### src/rtl/lut_mult_seq_if.sv
// Handshake and operand bundle for the lut_mult_seq sequential nibble multiplier.
interface lut_mult_seq_if;
  logic        start;
  logic [7:0]  a;
  logic [7:0]  b;
  logic        busy;
  logic        done;
  logic [15:0] p;

  modport master (
    output start, a, b,
    input  busy, done, p
  );

  modport slave (
    input  start, a, b,
    output busy, done, p
  );
endinterface

### src/rtl/lut_mult_seq.sv
// 8x8 unsigned multiplier built from four 4x4 nibble partial products, one per CALC cycle.
// Result appears one cycle after the fourth CALC edge and is held until the next operation.
module lut_mult_seq (
  input  logic           clk,
  input  logic           rst_n,
  lut_mult_seq_if.slave  bus
);

  typedef enum logic [1:0] {StIdle, StCalc, StDone} state_e;

  state_e      state_q, state_d;
  logic [7:0]  a_q, a_d;
  logic [7:0]  b_q, b_d;
  logic [15:0] acc_q, acc_d;
  logic [3:0]  cnt_q, cnt_d;
  logic [15:0] p_q, p_d;

  logic [3:0]  a_nib, b_nib;
  logic [7:0]  pp;
  logic [3:0]  sh_amt;
  logic [15:0] pp_sh;
  logic [15:0] acc_sum;
  logic        last_step;

  // 4-bit increment; the carry-out is not needed since the count stops at 3.
  function automatic logic [3:0] inc4(input logic [3:0] x);
    return x + 4'd1;
  endfunction

  always_ff @(posedge clk or negedge rst_n) begin
    if (!rst_n) begin
      state_q <= StIdle;
      a_q     <= 8'h00;
      b_q     <= 8'h00;
      acc_q   <= 16'h0000;
      cnt_q   <= 4'h0;
      p_q     <= 16'h0000;
    end else begin
      state_q <= state_d;
      a_q     <= a_d;
      b_q     <= b_d;
      acc_q   <= acc_d;
      cnt_q   <= cnt_d;
      p_q     <= p_d;
    end
  end

  assign last_step = (cnt_q == 4'd3);

  always_comb begin
    state_d = state_q;
    unique case (state_q)
      StIdle:  if (bus.start) state_d = StCalc;
      StCalc:  if (last_step) state_d = StDone;
      StDone:  state_d = StIdle;
      default: state_d = StIdle;
    endcase
  end

  // Step k selects a nibble with k[1] and b nibble with k[0]; weight is 4*(k[1]+k[0]).
  always_comb begin
    a_nib   = cnt_q[1] ? a_q[7:4] : a_q[3:0];
    b_nib   = cnt_q[0] ? b_q[7:4] : b_q[3:0];
    pp      = {4'h0, a_nib} * {4'h0, b_nib};
    sh_amt  = {cnt_q[1] & cnt_q[0], cnt_q[1] ^ cnt_q[0], 2'b00};
    pp_sh   = {8'h00, pp} << sh_amt;
    acc_sum = acc_q + pp_sh;
  end

  always_comb begin
    a_d   = a_q;
    b_d   = b_q;
    acc_d = acc_q;
    cnt_d = cnt_q;
    p_d   = p_q;
    unique case (state_q)
      StIdle: begin
        if (bus.start) begin
          a_d   = bus.a;
          b_d   = bus.b;
          acc_d = 16'h0000;
          cnt_d = 4'h0;
        end
      end
      StCalc: begin
        acc_d = acc_sum;
        cnt_d = inc4(cnt_q);
        if (last_step) p_d = acc_sum;
      end
      default: ;
    endcase
  end

  always_comb begin
    bus.busy = (state_q == StCalc);
    bus.done = (state_q == StDone);
    bus.p    = p_q;
  end

endmodule

### src/flat_wrapper.sv
// flat-port wrapper written by rule: the top's interface ports become plain ports
module lut_mult_seq_flat 
  (clk, rst_n, bus_start, bus_a, bus_b, bus_busy, bus_done, bus_p);
  lut_mult_seq_if bus_i ();
  input  logic clk;
  input  logic rst_n;
  input wire logic [$bits(bus_i.start)-1:0] bus_start;
  input wire logic [$bits(bus_i.a)-1:0] bus_a;
  input wire logic [$bits(bus_i.b)-1:0] bus_b;
  output wire logic [$bits(bus_i.busy)-1:0] bus_busy;
  output wire logic [$bits(bus_i.done)-1:0] bus_done;
  output wire logic [$bits(bus_i.p)-1:0] bus_p;
  assign bus_i.start = bus_start;
  assign bus_i.a = bus_a;
  assign bus_i.b = bus_b;
  assign bus_busy = bus_i.busy;
  assign bus_done = bus_i.done;
  assign bus_p = bus_i.p;
  lut_mult_seq u_core (.clk(clk), .rst_n(rst_n), .bus(bus_i));
endmodule
### config.mk
export PLATFORM = sky130hd
export DESIGN_NAME = lut_mult_seq_flat
export DESIGN_NICKNAME = d
export VERILOG_FILES = /design/src/rtl/lut_mult_seq_if.sv /design/src/rtl/lut_mult_seq.sv /design/src/flat_wrapper.sv
export SDC_FILE = /design/constraint.sdc
export NUM_CORES = 1
export LEC_CHECK = 0
export BUFFER_PORTS_ARGS = -buffer_cell sky130_fd_sc_hd__buf_2
export CAP_MARGIN = 20
export CORE_AREA = 2 2 85 87
export DETAILED_ROUTE_END_ITERATION = 10
export DIE_AREA = 0 0 87 89
export GPL_TIMING_DRIVEN = 0
export PLACE_DENSITY = 0.71
export SYNTH_ARGS = -nofsm -noshare
export SYNTH_HDL_FRONTEND = slang
export SYNTH_SLANG_ARGS = --single-unit
### constraint.sdc
create_clock -name clk -period 4.7 [get_ports clk]
set_clock_uncertainty 0.05 [all_clocks]
set_input_delay 0.235 -clock clk [delete_from_list [all_inputs] [get_ports clk]]
set_output_delay 0.235 -clock clk [all_outputs]
set_load 0.02 [all_outputs]
After elaboration in Yosys (flattened, before gate mapping)
Cells that the tools add are included.

cells by class
  $add $sub $neg = 2
  $mul = 1
  eq/ne operators = 5
  shift-type cells = 1
  mux-type cells = 9
  bitwise operators = 2
  reduce and logical (&&, ||, !) cells = 6

operator list
  kind                 count
  $pmux 16 s2          1
  $add 16x16->16       1
  $mux 16              1
  $shl 8x4->16         1
  $mux 4               3
  $mul 4x4->8          1
  $pmux 4 s2           1
  $reduce_and 2->1     4
  $add 4x1->4 const B  1
  $eq 4x2->1 const B   1
  $mux 2               2
  $pmux 2 s2           1
  $eq 2x1->1 const B   1
  $eq 2x2->1 const B   1
  $logic_not 2->1      1
  $ne 2x1->1 const B   1
  $ne 2x2->1 const B   1
  $reduce_bool 2->1    1
  $and 1x1->1          1
  $xor 1x1->1          1

word-level totals
  flip-flop bits (word level) = 54
  input bits = 19

Longest topological paths before layout
  depth after elaboration = 5
  mapped depth = 22

Least setup slack after synthesis
No wires, ideal clock.

  path kind = register to register
  from = register u_core.cnt_q[0]
  to = register u_core.p_q[12], in the netlist u_core.bus.p[12]
  library setup time = 0.125 ns
  arrival = 5.003 ns
  required time = 4.525 ns
  slack = -0.479 ns
  cell stages (with the launch flop) = 23
  path buffers = 1
  path through = dfrtp_1 -> clkbuf_1 -> mux2i_1 -> or2_2 -> fa_1 -> inv_1 -> fa_1 -> ha_1 -> a21o_1 -> a221o_1 -> nor2_1 -> xor2_1 -> nor2_1 -> nor2_1 -> nor2_1 -> ha_1 -> a21oi_1 -> o21ai_0 -> a221o_1 -> a31o_1 -> a21oi_2 -> xnor2_1 -> mux2_4

between the ends
  cells in the longest elaborated chain, start to end = 4
  elaborated cells on any way between the ends = 8
  classes of those cells = 1 x add/sub; 1 x mul; 1 x eq/ne; 1 x shift; 1 x mux; 2 x bitwise; 1 x reduce/logical

RTL lines
  element                   RTL line            RTL
  start: declaration        lut_mult_seq.sv:15  logic [3:0] cnt_q, cnt_d;
  start signal: assignment  lut_mult_seq.sv:43  cnt_q <= cnt_d;
  $mux 4                    lut_mult_seq.sv:63  b_nib = cnt_q[0] ? b_q[7:4] : b_q[3:0];
  $mul 4x4->8               lut_mult_seq.sv:64  pp = {4'h0, a_nib} * {4'h0, b_nib};
  $shl 8x4->16              lut_mult_seq.sv:66  pp_sh = {8'h00, pp} << sh_amt;
  $add 16x16->16            lut_mult_seq.sv:67  acc_sum = acc_q + pp_sh;
  end signal: assignment    lut_mult_seq.sv:44  p_q <= p_d;
  end: declaration          lut_mult_seq.sv:16  logic [15:0] p_q, p_d;

Several ways; a longest one is shown, not always the timed one.
A chain may end at the register's enable or synchronous reset.

Final worst setup path
  from = register u_core.cnt_q[1]
  to = register u_core.p_q[12], in the netlist u_core.bus.p[12]

between the ends
  cells in the longest elaborated chain, start to end = 4
  elaborated cells on any way between the ends = 8
  classes of those cells = 1 x add/sub; 1 x mul; 1 x eq/ne; 1 x shift; 1 x mux; 2 x bitwise; 1 x reduce/logical

RTL lines
  element         RTL line            RTL
  $mux 4          lut_mult_seq.sv:62  a_nib = cnt_q[1] ? a_q[7:4] : a_q[3:0];
  $mul 4x4->8     lut_mult_seq.sv:64
  $shl 8x4->16    lut_mult_seq.sv:66
  $add 16x16->16  lut_mult_seq.sv:67

Several ways; a longest one is shown, not always the timed one.

==> results.json <==
{
  "maxCapViolations": 0,
  "synth_edf_count": 0,
  "hold_violations": 0,
  "min_to": "u_core.b_q[5]",
  "die_y_um": 89,
  "hpwl_mm": 5.762,
  "finalWorstSetupSlack_ps": -532.4,
  "met2_usage_pct": 35.53,
  "utilization_pct": 63.24,
  "path_class": "flop to flop",
  "cts.reportedPaths.clkPinSlew_ps": 100,
  "fmax_mhz": 191.1,
  "n_fill_cell": 548,
  "multi_input_area_um2": 2168,
  "required_ps": 4860,
  "ys_types": 47,
  "synthCells": 366,
  "start_util_pct": 50.88,
  "ys_seq_area_share_pct": 39.53,
  "place_area_um2": 3772,
  "dr_total_vias": 2923,
  "ys_ff_latch": 54,
  "slowest_stage": "fa_1",
  "clock_sinks": 54,
  "use_met1_pct": 29.22,
  "syn_nets": 418,
  "slew_viol_final": 0,
  "critPathMaxFanout": 4,
  "yosys_warnings": 0,
  "cts_tree": "built",
  "violations": "setup timing",
  "grt_overflow_total": 0,
  "grt_pass1_vias": 2735,
  "cpPeakStageDelay_ps": 550,
  "grt_start_max_net_pins": 37,
  "syn_to_final_growth_pct": 24.30,
  "syn_area_um2": 3418,
  "reg2reg_to": "u_core.bus.p[12]",
  "top_usage_layer": "met2",
  "syn_area_per_cell_um2": 9.340,
  "rows": 30,
  "antenna_found_initial": 0,
  "die_w_um": 87,
  "htreeDepth": 2,
  "design_area_um2": 4249,
  "cpMostUsedCell": "nor2_1",
  "wl_mm": 8.178,
  "rsz0062_at_grt": "yes",
  "final_common_cell": "nand2_1",
  "core_um2": 6719,
  "avgRoutedWirePerCell_um": 15.97,
  "dpl.cell_count": 483,
  "cts_root_buffer": "clkbuf_8",
  "cts_inserted_buffers": 5,
  "path_cells": "buf_8 > mux2i_4 > or2_4 > fa_1 > inv_2 > fa_1 > ha_1 > a21o_1 > a221o_1 > nor2_2 > xor2_1 > nor2_1 > nor2_1 > nor2_1 > ha_2 > a21oi_1 > o21ai_1 > a221o_1 > a31o_1 > a21oi_2 > xnor2_1 > mux2_4",
  "hold_ws_ps": 50.77,
  "fin_crit_sh_pct": 111.3,
  "clock_latency_ps": 310,
  "final_cell_mix": "nand2_1 (83), dfrtp_1 (54), buf_2 (36)",
  "num_antenna_cells": 0,
  "final-seq-area_um2": 1351,
  "setup_viol": 17,
  "r2r_start": "u_core.cnt_q[1]",
  "critPathBufInv": 2,
  "layout-drive-gt1-share_pct": 28.01,
  "crit_path_start_kind": "flop",
  "fin_crit_ps": 5232,
  "arrival_ps": 5390,
  "clock_path_buffers": 2,
  "io_pins": 37,
  "via_per_inst": 5.709,
  "drt_iter0_drc": 200,
  "gp_congestion": 0.9471,
  "async_reset_ff_share_pct": 100.0,
  "ys.flop_type": "dfrtp_1",
  "finalNetCount": 483,
  "min_path_cells": 3,
  "hold_path_class": "primary input to flop",
  "rr_worst_depth": 22,
  "remaining_drc_errors": 0,
  "firstDrtPassIters": 4,
  "grt_usage_pct": 21.43,
  "die_area_um2": 7743,
  "rrSetupSlack_ps": -530,
  "port_buffers": 36,
  "grt_pass1_wl_mm": 13.05,
  "tightest_slew_ps": 938.9,
  "use_met3_pct": 3.601,
  "slew_headroom_pct": 37.27,
  "hold_start": "bus_b[5]",
  "status": "finished with violations",
  "cp_top_family": "adder cells",
  "postRouteAntennaNets": 0,
  "finalNonFillerCells": 512,
  "worst_setup_path_end_kind": "flop"
}
==> area by class of cell <==
cell class,count,share of cell area (%)
Clock buffer,6,1.943
Tap cell,80,2.356
Buffer,14,2.179
Clock inverter,2,1.413
Sequential cell,54,31.80
Inverter,9,0.7951
Multi-Input combinational cell,289,51.03
Timing Repair Buffer,58,8.481
==> tightest hold or removal path, cell delays in order <==
cell     delay (ps)
buf_2            70
nand2_1          40
nand2_1          40
==> registers in the layout, indices dropped and copies added (netlist names) <==
name            count
u_core.state_q      2
u_core.b_q          8
u_core.a_q          8
u_core.bus.p       16
u_core.acc_q       16
u_core.cnt_q        4
==> how the worst max path moves through the flow <==
stage | start | endpoint | slack, ps | depth (start not counted)
3_5_place_dp | u_core.cnt_q[1] | u_core.acc_q[14] | -720 | 22
2_1_floorplan | u_core.cnt_q[1] | u_core.bus.p[12] | -250 | 22
5_1_grt | u_core.cnt_q[0] | u_core.bus.p[12] | -730 | 22
6_report | u_core.cnt_q[1] | u_core.bus.p[12] | -530 | 22
4_1_cts | u_core.cnt_q[1] | u_core.bus.p[12] | -460 | 22
3_3_place_gp | u_core.cnt_q[1] | u_core.bus.p[14] | -630 | 22
==> metrics by stage <==
step	setup WS, ps	TNS, ps
floorplan	-253.5	-1331
global placement	-628.0	-5781
detailed placement	-716.1	-6598
CTS	-458.9	-4962
global route	-731.0	-9325
finish	-532.4	-5815
==> cell usage after synthesis (2+ instances only) <==
master,n,area [um2]
mux2i_1,10,100.1
nor2b_1,7,43.79
ha_1,28,350.3
mux2_2,7,78.83
nor3_1,3,15.01
o211ai_1,3,22.52
nand4_1,4,25.02
nand3_1,7,35.03
a211oi_1,2,15.01
xnor2_1,9,78.83
dfrtp_1,54,1351
fa_1,5,100.1
nand2_1,84,315.3
a31oi_1,2,12.51
or2_2,5,31.28
o21ai_0,13,65.06
a21o_1,9,67.56
and3_1,2,12.51
clkbuf_1,11,41.29
xor2_1,7,61.31
and2_1,2,12.51
a21oi_1,14,70.07
nor2_1,27,101.4
a221o_1,2,20.02
a22o_1,15,131.4
inv_1,8,30.03
nor3b_1,3,22.52
o22ai_1,2,12.51
nand2b_1,3,18.77
==> metal layers <==
| layer | share of wire (%) | vias to the layer above |
|---|---|---|
| met5 | 0 | - |
| met4 | 1.8 | 0 |
| met3 | 4.5 | 17 |
| met2 | 48 | 74 |
| met1 | 46 | 1435 |
| li1 | - | 1397 |
==> logic make-up after synthesis <==
logic type	synth area share, %
adder cells (fa/ha/maj)	13.18
buffers and inverters	3.038
flip-flops	39.53
AO/OA/AOI/OAI	14.79
XOR/XNOR	4.759
AND/OR/NAND/NOR	19.03
multiplexers	5.674
==> what timing repair did <==
action	in CTS	in global routing
setup endpoints to repair	17	18
cloned	0	0
gates resized for setup	15	28
pin swaps	13	15
hold buffers	1	0
endpoints found under the hold margin	18	0
setup buffers	9	11
Power is not shown: default switching activity piles up to over one toggle a cycle in this logic, so the estimate is an artifact.
